--- config.mk ---
export PLATFORM = sky130hd
export DESIGN_NAME = adat_rx_ctrl
export DESIGN_NICKNAME = d
export VERILOG_FILES = /design/src/rtl/adat_rx_ctrl.sv
export SDC_FILE = /design/constraint.sdc
export NUM_CORES = 1
export LEC_CHECK = 0
export BUFFER_PORTS_ARGS = -buffer_cell sky130_fd_sc_hd__buf_2
export CAP_MARGIN = 0
export CORE_MARGIN = 4
export CORE_UTILIZATION = 41
export DETAILED_ROUTE_END_ITERATION = 16
export HOLD_SLACK_MARGIN = 0.1
export PLACE_DENSITY = 0.78
export RECOVER_POWER = 25
export SKIP_LAST_GASP = 1
export SYNTH_ARGS = -nofsm -noshare
export SYNTH_HDL_FRONTEND = slang
export SYNTH_SLANG_ARGS = --single-unit
--- constraint.sdc ---
create_clock -name clk -period 6.1 [get_ports clk]
set_input_delay 1.22 -clock clk [delete_from_list [all_inputs] [get_ports clk]]
set_output_delay 1.22 -clock clk [all_outputs]
set_load 0.02 [all_outputs]
--- src/rtl/adat_rx_ctrl.sv ---
// Lock/sequencing controller for one ADAT receiver channel: qualifies frames by
// period and sync, runs lock/holdover, and forces deserializer re-sync on loss.
//
// state     | meaning
// ----------+------------------------------------------------------------
// UNLOCKED  | waiting for a frame with correct sync to start acquisition
// ACQUIRE   | counting consecutive good frames towards lock
// LOCKED    | forwarding each good frame's audio
// HOLDOVER  | repeating the last good sample across a short dropout
// RESYNC    | holding rx_rst for RESYNC_CYCLES, audio muted
module adat_rx_ctrl #(
   parameter int NOMINAL_PERIOD = 2048,
   parameter int PERIOD_TOL     = 8,
   parameter int LOCK_FRAMES    = 16,
   parameter int UNLOCK_FRAMES  = 4,
   parameter int TIMEOUT        = 4096,
   parameter int RESYNC_CYCLES  = 4
) (
   input  logic         clk,
   input  logic         rst,
   input  logic         frame_ready,
   input  logic         frame_valid,
   input  logic         smux_in,
   input  logic [191:0] audio_in,
   output logic         rx_rst,
   output logic         locked,
   output logic         sample_strobe,
   output logic [191:0] audio_out,
   output logic         smux_out,
   input  logic         err_clr,
   output logic [15:0]  err_cnt
);

   // audio buses carry 8 signed 24-bit lanes, lane i at [24*i +: 24]
   localparam int PW = $clog2(TIMEOUT + 1);
   localparam int GW = $clog2(LOCK_FRAMES + 1);
   localparam int BW = $clog2(UNLOCK_FRAMES + 1);
   localparam int RW = (RESYNC_CYCLES > 1) ? $clog2(RESYNC_CYCLES) : 1;

   localparam logic [PW-1:0] P_MIN  = PW'(NOMINAL_PERIOD - PERIOD_TOL);
   localparam logic [PW-1:0] P_MAX  = PW'(NOMINAL_PERIOD + PERIOD_TOL);
   localparam logic [PW-1:0] T_MAX  = PW'(TIMEOUT);
   localparam logic [GW-1:0] G_LAST = GW'(LOCK_FRAMES - 1);
   localparam logic [BW-1:0] B_LAST = BW'(UNLOCK_FRAMES - 1);
   localparam logic [RW-1:0] R_LAST = RW'(RESYNC_CYCLES - 1);

   typedef enum logic [2:0] {
      ST_UNLOCKED,
      ST_ACQUIRE,
      ST_LOCKED,
      ST_HOLDOVER,
      ST_RESYNC
   } state_t;

   state_t        state, state_d;
   logic [PW-1:0] period_cnt;
   logic [GW-1:0] good_cnt, good_cnt_d;
   logic [BW-1:0] bad_cnt, bad_cnt_d;
   logic [RW-1:0] rs_cnt, rs_cnt_d;
   logic          first_flag, first_flag_d;
   logic          strobe_d, load_audio, clr_audio, err_inc;
   logic          period_ok, good, bad, timeout;

   assign period_ok = (period_cnt >= P_MIN) && (period_cnt <= P_MAX);
   assign good      = frame_ready && frame_valid && !first_flag && period_ok;
   assign bad       = frame_ready && !good;
   // a frame arriving in the timeout cycle is evaluated instead of timing out
   assign timeout   = (period_cnt == T_MAX) && !frame_ready;

   assign locked = (state == ST_LOCKED) || (state == ST_HOLDOVER);
   assign rx_rst = (state == ST_RESYNC);

   always_ff @(posedge clk) begin
      if (rst) begin
         state         <= ST_UNLOCKED;
         period_cnt    <= '0;
         first_flag    <= 1'b1;
         good_cnt      <= '0;
         bad_cnt       <= '0;
         rs_cnt        <= '0;
         sample_strobe <= 1'b0;
         audio_out     <= '0;
         smux_out      <= 1'b0;
         err_cnt       <= '0;
      end else begin
         state         <= state_d;
         good_cnt      <= good_cnt_d;
         bad_cnt       <= bad_cnt_d;
         rs_cnt        <= rs_cnt_d;
         first_flag    <= first_flag_d;
         sample_strobe <= strobe_d;
         if (frame_ready)
            period_cnt <= PW'(1);
         else if (period_cnt != T_MAX)
            period_cnt <= period_cnt + PW'(1);
         if (clr_audio) begin
            audio_out <= '0;
            smux_out  <= 1'b0;
         end else if (load_audio) begin
            audio_out <= audio_in;
            smux_out  <= smux_in;
         end
         if (err_clr)
            err_cnt <= '0;
         else if (err_inc && (err_cnt != 16'hFFFF))
            err_cnt <= err_cnt + 16'd1;
      end
   end

   always_comb begin
      state_d      = state;
      good_cnt_d   = good_cnt;
      bad_cnt_d    = bad_cnt;
      rs_cnt_d     = rs_cnt;
      first_flag_d = first_flag && !frame_ready;
      strobe_d     = 1'b0;
      load_audio   = 1'b0;
      clr_audio    = 1'b0;
      err_inc      = 1'b0;
      case (state)
         ST_UNLOCKED: begin
            if (frame_ready && frame_valid) begin
               state_d    = ST_ACQUIRE;
               good_cnt_d = '0;
            end
         end
         ST_ACQUIRE: begin
            if (good) begin
               if (good_cnt == G_LAST) begin
                  state_d    = ST_LOCKED;
                  bad_cnt_d  = '0;
                  load_audio = 1'b1;
                  strobe_d   = 1'b1;
               end else begin
                  good_cnt_d = good_cnt + GW'(1);
               end
            end else if (bad) begin
               good_cnt_d = '0;
            end else if (timeout) begin
               state_d   = ST_RESYNC;
               rs_cnt_d  = '0;
               clr_audio = 1'b1;
            end
         end
         ST_LOCKED: begin
            if (good) begin
               load_audio = 1'b1;
               strobe_d   = 1'b1;
            end else if (bad) begin
               state_d   = ST_HOLDOVER;
               bad_cnt_d = BW'(1);
               strobe_d  = 1'b1;
               err_inc   = 1'b1;
            end else if (timeout) begin
               state_d   = ST_RESYNC;
               rs_cnt_d  = '0;
               clr_audio = 1'b1;
            end
         end
         ST_HOLDOVER: begin
            if (good) begin
               state_d    = ST_LOCKED;
               bad_cnt_d  = '0;
               load_audio = 1'b1;
               strobe_d   = 1'b1;
            end else if (bad) begin
               err_inc = 1'b1;
               if (bad_cnt == B_LAST) begin
                  state_d   = ST_RESYNC;
                  rs_cnt_d  = '0;
                  bad_cnt_d = '0;
                  clr_audio = 1'b1;
               end else begin
                  bad_cnt_d = bad_cnt + BW'(1);
                  strobe_d  = 1'b1;
               end
            end else if (timeout) begin
               state_d   = ST_RESYNC;
               rs_cnt_d  = '0;
               bad_cnt_d = '0;
               clr_audio = 1'b1;
            end
         end
         ST_RESYNC: begin
            clr_audio = 1'b1;
            if (rs_cnt == R_LAST) begin
               state_d      = ST_UNLOCKED;
               first_flag_d = 1'b1;
               good_cnt_d   = '0;
               bad_cnt_d    = '0;
            end else begin
               rs_cnt_d = rs_cnt + RW'(1);
            end
         end
         default: state_d = ST_UNLOCKED;
      endcase
   end

endmodule

==> summary by stage <==
Status
The flow ran to the end, and the final reports show no timing, DRC or antenna violations.

STA
Static timing analysis puts the maximum clock frequency at 285 MHz. The final critical delay including setup and external delays is 3510 ps. Setup violations remaining at the end of the flow were counted as 0. Measured against its own limit, the worst slew margin works out to 14.4%.

After routing, the total negative slack on setup checks comes to 0 ps. The actual slew at the worst max-slew pin is 1280 ps. The number of hold violations in the final report was 0.

The portion of the clock cycle consumed by the worst path in the final layout is 57.5%. Hold is met by 446 ps. The setup skew after layout is 12.5 ps. The number of pins with negative max-slew slack in the final report came to 0. Setup repair after global routing left no endpoint under its margin.

Clock tree
TritonCTS built the clock tree. Clock tree synthesis found a total of 237 sinks. The clock-pin slew on the worst setup and hold paths is 60 ps.

In this run the deepest clock path goes through 3 buffers. After clock tree synthesis, the repair step resized 0 gates. The count of H-tree levels built during CTS is 1. The number of buffers created by CTS is 26.

After clock tree synthesis, the flow added hold-fix buffers numbering 0. The number of post-CTS setup repair buffers is 0. The cell sitting at the root of the clock tree is a sky130_fd_sc_hd__clkbuf_16.

The source-to-sink clock delay at the later pin of the worst-skew pair is 520 ps.

Layout
In the layout the commonest cells are sky130_fd_sc_hd__nand2_1, sky130_fd_sc_hd__buf_2, sky130_fd_sc_hd__dfxtp_1. The final instance count without filler cells is 1831. The commonest non-fill, non-tap cell in the layout is sky130_fd_sc_hd__nand2_1. Relative to the synthesized area, the layout overhead comes to 28.5%. The cell area after layout is 12200 um2. In the final design database the tool counted 1732 nets. The fraction of layout instances using a drive strength above 1 is 25.5%.

Pwr
After layout, the design draws a total of 3300 uW. Dividing total power by cell area gives a power density of 270 nW/um2. The largest voltage drop on the vdd net is 0.195 mV.

The leakage power figure is 0.00482 uW.

Synth
Yosys printed 0 warnings. The number of distinct library cells after synthesis is 71. The synthesized instance count is 1162. Of all cell types, the one taking the most synthesized area is sky130_fd_sc_hd__dfxtp_1. After synthesis the netlist holds a flip-flop and latch count of 237.

The fraction of synthesis flops using an asynchronous set or reset pin is 0%. For this run, the leading register cell type out of synthesis is sky130_fd_sc_hd__dfxtp_1. Each instance of the synthesized netlist takes up on average 8.19 um2.

The number of enable flip-flop cells after synthesis is 0. By area the synthesized netlist is led by sky130_fd_sc_hd__dfxtp_1, sky130_fd_sc_hd__nand2_1, sky130_fd_sc_hd__a21oi_1, sky130_fd_sc_hd__buf_2, sky130_fd_sc_hd__a21oi_2. When the netlist entered floorplanning its net count stood at 1367. The share of the Yosys chip area taken by registers is 49.8%. The post-synth design cell area is 9520 um2. The share of the synthesized area in the top cell type is 49.8%.

Worst setup path
The worst register-to-register path has a depth of 7. The endpoint identified for the worst register-to-register timing path is audio_out[99]$_SDFFE_PP0P_. Among all stages on the critical path, the largest delay is contributed by sky130_fd_sc_hd__clkbuf_1.

The reg-to-reg startpoint is period_cnt[4]$_SDFFE_PP0P_. The signal on the critical path passes through buf_2 -> and4bb_1 -> o2111ai_1 -> a21oi_2 -> clkbuf_1 -> o21ai_4 -> buf_4 -> a21oi_1. The kind of end point of the critical path is a flop. The worst setup path is launched from an input port. The setup slack of the worst register-to-register path is 2890 ps. The signal arrival time at the worst endpoint is 3940 ps. The critical path class is in -> reg. The critical path starts at frame_ready. Data on the critical path is required at its endpoint by 6530 ps. For this run, the slowest stage of the critical path takes 940 ps. The highest fanout seen on the critical path is 104.

Place
Once detailed placement completed, the half-perimeter wirelength came to 20300 um. Input and output buffers added on the ports amount to 409. Counting tap cells, the placed design contains a total of 1784 instances. The global placement routability congestion is 0.881.

Once placement finished, the instance area stood at 11500 um2.

GRT
After global routing the overflow that remains totals 0. The overall routing resource usage is 20.6%. The initial antenna violation count was 1.

The number of global-route vias before repair is 8862. The first global-routing pass estimated 45100 um of wire. Entering global routing, the biggest net connects 117 pins.

Die
From bottom edge to top edge, the die measures 160 um. The floorplan step defined a die boundary enclosing 25700 um2. The placeable core region is 22700 um2. The number of primary I/O pins is 410. The initial utilization of the core area, before any placement, comes to 41.9%. Measured along the x axis, the die boundary spans 160 um. The floorplan row count is 55.

Worst hold path
The hold path endpoint is audio_out[137]$_SDFFE_PP0P_. The kind of path behind the tightest hold check is reg -> reg. Counting instances, the worst hold path has a depth of 2. The worst hold path begins at audio_out[137]$_SDFFE_PP0P_.

Detailed routing
The remaining antenna violation count is 0. The DRC marker count from the first detailed-route iteration is 858. The routed wire length per instance is 15.6 um. The routed layout has 9274 vias. The first-pass iteration count of the detailed router is 7. For this run, design rule violations remaining after detail routing come to 0. The routed design has 28500 um of wire. The ratio of routed vias to standard cells is 5.06.

Flow run
The tool flagged a number of max-cap violations equal to 0.
## area by class of cell
| class | instances | area (um2) |
|---|---|---|
| fillers | 2165 | 10500 |
| inverters | 10 | 37.5 |
| clock inverters | 8 | 97.6 |
| repair buffers | 416 | 2000 |
| diodes | 1 | 2.50 |
| clock buffers | 38 | 777 |
| multi-input cells | 836 | 4220 |
| well taps | 285 | 357 |
| flip-flops and latches | 237 | 4740 |
## synthesized netlist by cell type, types with 4 or more instances
cell	count
sky130_fd_sc_hd__or3_1	11
sky130_fd_sc_hd__or4_1	8
sky130_fd_sc_hd__and3_1	5
sky130_fd_sc_hd__buf_8	4
sky130_fd_sc_hd__nor2_1	30
sky130_fd_sc_hd__nand3_1	12
sky130_fd_sc_hd__nor4_1	7
sky130_fd_sc_hd__o21ai_0	10
sky130_fd_sc_hd__nand2_1	411
sky130_fd_sc_hd__o31ai_1	6
sky130_fd_sc_hd__nand3b_1	5
sky130_fd_sc_hd__or2_2	4
sky130_fd_sc_hd__nor3_1	4
sky130_fd_sc_hd__xnor2_1	4
sky130_fd_sc_hd__a21oi_1	196
sky130_fd_sc_hd__nand4_1	7
sky130_fd_sc_hd__clkbuf_1	11
sky130_fd_sc_hd__xor2_1	5
sky130_fd_sc_hd__buf_2	45
sky130_fd_sc_hd__inv_1	9
sky130_fd_sc_hd__mux2i_1	9
sky130_fd_sc_hd__dfxtp_1	237
sky130_fd_sc_hd__nand2b_1	12
sky130_fd_sc_hd__a21oi_2	21
sky130_fd_sc_hd__ha_1	7
sky130_fd_sc_hd__buf_6	15
## through the flow
stage          util, %  setup slack (ps)
2_1_floorplan        -              3440
3_3_place_gp      50.6              2330
3_5_place_dp      50.6              2220
4_1_cts           54.4              2760
5_1_grt           53.9              2320
6_report          53.9              2590
## report_power, final
part	leakage (uW)	internal [uW]	switching, uW
Sequential	0.00191	1550	10.2
Clock	0.000434	964	616
Combinational	0.00247	79.0	82.7
Total	0.00482	2600	708
## metal layers
layer | global-route usage (%) | share of wire (%)
met3 | 5.06 | 7.3
met5 | 0 | 0.046
met4 | 8.41 | 4.6
met2 | 35.1 | 48
met1 | 25.1 | 40
## worst max-delay path by stage
stage          slack [ps]                           to  depth (start not counted)
2_1_floorplan        3440     good_cnt[3]$_SDFFE_PP0P_                          6
3_3_place_gp         2330  audio_out[100]$_SDFFE_PP0P_                          7
3_5_place_dp         2220  audio_out[138]$_SDFFE_PP0P_                          7
4_1_cts              2760  audio_out[123]$_SDFFE_PP0P_                          7
5_1_grt              2320   audio_out[83]$_SDFFE_PP0P_                          8
6_report             2590   audio_out[99]$_SDFFE_PP0P_                          8
## worst max-delay path, delay by kind of cell
kind / cells / cell delay (ps)
compound gates: 4 / 750
buf+inv: 3 / 1570
simple gates: 1 / 280
## state kept, by name (all words and copies together) (netlist names)
| register | flops |
|---|---|
| first_flag | 1 |
| audio_out | 192 |
| period_cnt | 13 |
| smux_out | 1 |
| err_cnt | 16 |
| state | 3 |
| good_cnt | 5 |
| bad_cnt | 3 |
| sample_strobe | 1 |
| rs_cnt | 2 |
## kinds of logic after synthesis
| logic type | share of synthesized area [%] |
|---|---|
| muxes | 0.946 |
| xor gates and xnor gates | 0.828 |
| DFF | 49.8 |
| AOI/OAI and AO/OA | 17.2 |
| adders and majority gates | 0.920 |
| and+or+nand+nor | 24.3 |
| buffers and inverters | 6.01 |
Power figures use the tool's default switching activity.
